--- config.mk ---
export PLATFORM = sky130hd
export DESIGN_NAME = maze_rng_lut
export DESIGN_NICKNAME = d
export VERILOG_FILES = /design/src/rtl/maze_rng_lut.sv
export SDC_FILE = /design/constraint.sdc
export NUM_CORES = 1
export LEC_CHECK = 0
export ABC_AREA = 1
export ABC_CLOCK_PERIOD_IN_PS = 3100
export CAP_MARGIN = 20
export CORE_MARGIN = 1
export CORE_UTILIZATION = 44
export CTS_CLUSTER_SIZE = 10
export DETAILED_ROUTE_END_ITERATION = 10
export PLACE_DENSITY = 0.77
export SLEW_MARGIN = 20
export SYNTH_ARGS = -nofsm -noshare
export SYNTH_HDL_FRONTEND = slang
export SYNTH_SLANG_ARGS = --single-unit
--- constraint.sdc ---
create_clock -name clock -period 3.1 [get_ports clock]
set_input_delay 0.62 -clock clock [delete_from_list [all_inputs] [get_ports clock]]
set_output_delay 0.62 -clock clock [all_outputs]
set_load 0.05 [all_outputs]
--- src/rtl/maze_rng_lut.sv ---
// -----------------------------------------------------------------------------
// maze_rng_lut
//
// Support block for pellet/ghost placement in the maze game. It provides:
//   - an 8-bit maximal-length Fibonacci LFSR (x^8+x^6+x^5+x^4+1),
//   - the LFSR value reduced into maze column/row range,
//   - a zero-latency wall lookup for the 27x24 cell map (1 = wall, 0 = free).
// Placement FSMs keep stepping the LFSR and retry until the lookup reads free.
//
// Optional build macro: MAP_TUNNEL_EN
//   When defined, border cells (0,11) and (26,11) read as free, forming the
//   side wrap tunnel. Out-of-range cells still read as wall.
//
// Parameters:
//   SEED   LFSR reset value, must be nonzero (an all-zero LFSR locks up)
//   MAP_W  maze width in cells  (x range 0..MAP_W-1)
//   MAP_H  maze height in cells (y range 0..MAP_H-1)
//
// Ports:
//   clock   in   1  system clock, all state updates on rising edge
//   reset   in   1  synchronous, active-high; reloads SEED, wins over rng_en
//   rng_en  in   1  advance the LFSR one step on this edge
//   rand_q  out  8  current LFSR state
//   rand_x  out  8  rand_q % MAP_W, combinational
//   rand_y  out  7  rand_q % MAP_H, combinational
//   x       in   8  lookup column
//   y       in   7  lookup row
//   wall_q  out  1  combinational wall flag for cell (x,y)
// -----------------------------------------------------------------------------
module maze_rng_lut #(
  parameter logic [7:0] SEED  = 8'hA5,
  parameter int         MAP_W = 27,
  parameter int         MAP_H = 24
) (
  input  logic       clock,
  input  logic       reset,
  input  logic       rng_en,
  output logic [7:0] rand_q,
  output logic [7:0] rand_x,
  output logic [6:0] rand_y,
  input  logic [7:0] x,
  input  logic [6:0] y,
  output logic       wall_q
);

  // Ghost house footprint, centred in the 27x24 map.
  localparam int GH_X0 = 11;
  localparam int GH_X1 = 15;
  localparam int GH_Y0 = 10;
  localparam int GH_Y1 = 12;

  // Row carrying the side tunnel when MAP_TUNNEL_EN is defined.
  localparam int TUNNEL_Y = 11;

  // ---------------------------------------------------------------------------
  // LFSR
  // ---------------------------------------------------------------------------
  logic [7:0] lfsr_q;
  logic [7:0] lfsr_d;
  logic       fb;

  assign fb = lfsr_q[7] ^ lfsr_q[5] ^ lfsr_q[4] ^ lfsr_q[3];

  always_comb begin
    lfsr_d = lfsr_q;
    if (rng_en) begin
      lfsr_d = {lfsr_q[6:0], fb};
    end
  end

  always_ff @(posedge clock) begin
    if (reset) begin
      lfsr_q <= SEED;
    end else begin
      lfsr_q <= lfsr_d;
    end
  end

  assign rand_q = lfsr_q;

  // Constant-divisor remainders; MAP_W/MAP_H fit in 8 bits, and the results
  // are bounded by the divisor so the narrowing to the port widths is lossless.
  assign rand_x = lfsr_q % 8'(MAP_W);
  assign rand_y = 7'(lfsr_q % 8'(MAP_H));

  // ---------------------------------------------------------------------------
  // Wall lookup
  // ---------------------------------------------------------------------------
  logic x_oob;
  logic y_oob;
  logic on_border;
  logic in_ghost_house;
  logic on_pillar;
  logic wall_d;

  assign x_oob = (x >= 8'(MAP_W));
  assign y_oob = (y >= 7'(MAP_H));

  assign on_border = (x == 8'd0) || (x == 8'(MAP_W - 1)) ||
                     (y == 7'd0) || (y == 7'(MAP_H - 1));

  assign in_ghost_house = (x >= 8'(GH_X0)) && (x <= 8'(GH_X1)) &&
                          (y >= 7'(GH_Y0)) && (y <= 7'(GH_Y1));

  // x%4==3 and y%4==3 reduce to the two low bits being set.
  assign on_pillar = (x[1:0] == 2'b11) && (y[1:0] == 2'b11);

`ifdef MAP_TUNNEL_EN
  logic is_tunnel;
  assign is_tunnel = ((x == 8'd0) || (x == 8'(MAP_W - 1))) &&
                     (y == 7'(TUNNEL_Y));
`endif

  // Priority order matters: out-of-range first, then the tunnel openings
  // punch through the border, then the interior features.
  always_comb begin
    wall_d = 1'b0;
    if (x_oob || y_oob) begin
      wall_d = 1'b1;
`ifdef MAP_TUNNEL_EN
    end else if (is_tunnel) begin
      wall_d = 1'b0;
`endif
    end else if (on_border) begin
      wall_d = 1'b1;
    end else if (in_ghost_house) begin
      wall_d = 1'b1;
    end else if (on_pillar) begin
      wall_d = 1'b1;
    end
  end

  assign wall_q = wall_d;

endmodule

; Word level (Yosys, flattened, before mapping)
; Index checks and enable logic that the tools add are counted.
[totals]
register_bits = 8
input_bits = 18
[classes]
div = 2
magnitude_cmp = 6
eq_ne = 4
muxes = 4
n_bitwise = 3
reduce_logical = 10
[op_table]
columns = operator, count
row1 = remainder unit 8 x 5 -> 8 bit (second input constant), 2
row2 = == test 8 x 5 -> 1 bit (second input constant), 1
row3 = >= comparator 8 x 4 -> 1 bit (second input constant), 1
row4 = >= comparator 8 x 5 -> 1 bit (second input constant), 1
row5 = less-or-equal comparator 8 x 4 -> 1 bit (second input constant), 1
row6 = logical NOT 8 bit, 1
row7 = == test 7 x 5 -> 1 bit (second input constant), 1
row8 = >= comparator 7 x 4 -> 1 bit (second input constant), 1
row9 = >= comparator 7 x 5 -> 1 bit (second input constant), 1
row10 = less-or-equal comparator 7 x 4 -> 1 bit (second input constant), 1
row11 = logical NOT 7 bit, 1
row12 = == test 2 bit (second input constant), 2
row13 = logical AND 1 bit, 4
row14 = logical OR 1 bit, 4
row15 = 2-to-1 mux 1 bit, 4
row16 = bitwise XOR 1 bit, 3

; Longest topological paths before layout
; Gate-level depths: netlist of the first run.
[logic_depth]
depth_word = 7
mapped_depth = 22
mapped_depth_nobuf = 22

; Worst setup path after synthesis of the first run
; OpenSTA, ideal clock, no wires.
[synth_path]
path_type = register to output
start = reg lfsr_q[5], in the netlist rand_q[5]
end = out rand_x[4]
arrival_ns = 3.656
t_required_ns = 2.480
setup_slack_ns = -1.176
stages_incl_launch_ff = 20
path_buffers = 0
path_cell_list = dfxtp_1 inv_1 nand2_8 nand2_8 a21oi_4 nand2_4 nand2_1 nand2_1 inv_1 ha_1 inv_1 nand2_4 nand3_4 nand3_4 nand2_1 and2_1 ha_1 nand3b_4 nand2_1 a21boi_1
[synth_between]
elab_chain_cells = 1
[synth_lines]
columns = item, line_no
row1 = from (decl), 58  ; logic [7:0] lfsr_q;
row2 = from (signal assigned), 75  ; lfsr_q <= lfsr_d;
row3 = remainder unit 8 x 5 -> 8 bit, 83  ; assign rand_x = lfsr_q % 8'(MAP_W);
row4 = to (decl), 39  ; output logic [7:0] rand_x,
; Every way passes these cells.

; Worst setup path in the final report of the first run
[layout_path]
start = reg lfsr_q[5], in the netlist rand_q[5]
end = out rand_x[0]
; Same word-level chain as after synthesis.

==> metrics.txt, run 1 <==
status complete, but fails checks; failing checks setup timing; CTS clk-pin slew, worst paths ~0.070 ns; die height 60.2 um; drt pass-1 iters 4; combinational share of power 0.869; Synth warnings 0; Initial Utilization 0.476; Tmin final 3.46 ns; routed len/inst ~11 um; max_cap viols 0; clk sink count 8; most frequent CP cell nand3_4; R2R setup slack 1.87 ns; PortBufs 38; hold-fix buffer count after cts 0; Remaining Overflow, GRT 0; register share of total power 0.078; final WL 3.94 mm; Worst Path Buf+Inv 4; clk buf depth 2; root cell of the clock tree clkbuf_4; main flop type after synthesis dfxtp_1; most common cell in the synthesized netlist nand2_1; NumNets Final 329; Sw Share 0.527; sequential-to-total area share from yosys stat 0.107; Chip Width between 60 and 70 um; cells along the critical path clkinvlp_4, nand2_8, nand2_8, buf_12, nand2_4, nand3_4, buf_4, nand2_1, nand2_1, nand2_1, nand3_4, nand3_4, nand2_2, and2_4, ha_4, nand3b_4, nand3_4, nand2_8, nand2_2, nand2_4, buf_12; critical path launch point rand_q[5]; Highest Clock Rate about 0.29 GHz; CTS tree yes; share of layout cells above drive strength 1 0.461; post-layout util 0.792; crit-path max cell delay between 0.3 and 0.4 ns; Switch Pwr about 860 uW; I/O pin total 42; final setup fails 7; Vias around 1800; worst-margin pin slew around 0.53 ns; Power Dens Cells approximately 660 nW/um^2; total CTS buffers 3; Final GP Congestion slightly above 0.8; post-DP HPWL between 3 and 4 mm; Synth-to-Final Area Change 66.2%; R2R Path Start rand_q[4]; H-tree levels 1; Fin. Hold Viols 0; later-pin clock latency in the skew report approximately 0.25 ns; Largest register FFs 8; distinct cell type count after synthesis 40; Post-Synthesis Cells 230; top cell type's share of synthesized area 0.146; GRT Resource Usage Total 0.228; number of diodes 0; FF+latch count, synth 8; first-pass GRT wire length roughly 6.5 mm; setup total negative slack -2.34 ns; slew margin rel. 0.645; DR DRC count 0; antenna-violating nets left 0; worst hold slack 0.652 ns; final period utilization 1.12; Setup CP Type reg -> out; CP required ~2.5 ns; Crit Path Max Fanout 6; FP Rows 20; Leakage between 1 and 1.5 nW; P_int ~770 uW; Post-synth top cells nand2_1, inv_1, a21oi_1, nand3_1; Worst Hold Launch rand_q[6]; Core Area about 3100 um^2; WP data arrival ~2.8 ns; initial antenna violation count 0; largest net degree at the start of global routing 17; Max rail drop VDD about 400 uV; DR vias/cell roughly 5.0; final max-slew violation count 0; crit path launch type flop; Hold Path Class reg -> reg; Iter 0 DRT Violations 52; largest cells by area after synthesis nand2_1, dfxtp_1, nand2_4, inv_1, a21oi_1; Post-synth EDFFs 0; vias in the first global route approximately 1600; Critical-path top delay cell dfxtp_4; die area around 3600 um^2; fraction of registers with async set/reset 0; final setup margin -0.358 ns; Final Skew about 0.013 ns; Synth Area per Inst 6.48 um^2; Worst setup EP type primary output; setup repair after global routing missed its margin yes; Synth area leader nand2_1; Top delay family on crit path simple AND/OR/NAND/NOR gates; Mapped Area ~1500 um^2; Clock Power Share 0.053
==> tightest hold or removal path: stages (launching register included) <==
cell and delay, ns:
dfxtp_4 0.37, buf_4 0.13, a21oi_1 0.06, o21ai_0 0.06
==> power groups by stage <==
stage / clock network (mW) / registers, mW / logic [mW]
final: 0.0862 / 0.126 / 1.41
after global routing: 0.0960 / 0.128 / 1.50
after CTS: 0.0889 / 0.126 / 1.39
after detailed placement: 0 / 0.128 / 1.33
after global placement: 0 / 0.128 / 1.31
after floorplan: 0 / 0.159 / 0.827
==> metal layers <==
layer / vias to the layer above / share of wire / GRT usage
met5: - / 0 / 0
met4: 0 / 0.0094 / 0.0432
met3: 4 / 0.043 / 0.0216
met2: 52 / 0.51 / 0.410
met1: 800 / 0.44 / 0.293
li1: 907 / - / -
==> cells in the final DEF, fill, tap and decap left out, types with 4 or more instances in the layout <==
| master | Yosys | final |
|---|---|---|
| a21oi_1 | 17 | 17 |
| buf_12 | 0 | 8 |
| buf_4 | 6 | 44 |
| clkdlybuf4s50_1 | 0 | 28 |
| dfxtp_4 | 0 | 5 |
| inv_1 | 24 | 20 |
| inv_2 | 4 | 6 |
| nand2_1 | 58 | 40 |
| nand2_2 | 10 | 19 |
| nand2_4 | 14 | 22 |
| nand3_1 | 15 | 13 |
| nand3_2 | 4 | 6 |
| nand3_4 | 4 | 4 |
| nand4_1 | 4 | 4 |
| nor2_1 | 14 | 13 |
| nor2_4 | 3 | 4 |
| o21ai_0 | 13 | 13 |
==> area by class of cell <==
type / count / area [um^2]
Tap cell: 44 / 55.1
Fill cell: 220 / 651
Timing Repair Buffer: 80 / 771
Multi-Input combinational cell: 185 / 1310
Inverter: 31 / 135
Sequential cell: 8 / 180
Clock buffer: 4 / 26.3
==> worst paths after layout <==
check	cells after the start	to
worst min-delay path	3	rand_q[7]
worst max register to register	8	rand_q[0]
worst max-delay path	21	rand_x[0]
worst min register to register	3	rand_q[7]
==> cells by family (layout without fill, tap and decap cells) <==
family                     Yosys count  count (layout)  share of synthesized area
and+or+nand+nor                    138             138                      0.577
AOI/OAI and AO/OA                   39              39                      0.156
buffers and inverters               39             115                      0.123
DFF                                  8               8                      0.107
xor gates and xnor gates             3               3                     0.0176
adders and majority gates            2               2                     0.0168
other                                1               3                    0.00252
==> stage by stage <==
step	power, mW	cells	worst slack, ns	area (um^2)
global route	1.72	352	-0.507	2480
global placement	1.44	340	-0.0728	2330
CTS	1.61	349	-0.363	2430
finish	1.62	352	-0.358	2480
floorplan	0.986	232	-0.299	1630
detailed placement	1.46	340	-0.125	2330
==> repair_timing <==
item,in CTS,in global routing
setup buffers,5,3
setup endpoints to repair,7,7
resized for setup,10,7
pin swaps,4,3
Note: power is estimated with default switching activity, not from simulation.
==> inputs of run 2 (changes only) <==
--- a/config.mk
+++ b/config.mk
@@ -10,6 +10,7 @@
 export CAP_MARGIN = 20
 export CORE_MARGIN = 1
 export CORE_UTILIZATION = 44
+export CTS_CLUSTER_DIAMETER = 60
 export CTS_CLUSTER_SIZE = 10
 export DETAILED_ROUTE_END_ITERATION = 10
 export PLACE_DENSITY = 0.77
==> results of run 2 <==
Same layout as run 1: the final DEF is identical, and so are final timing and power.
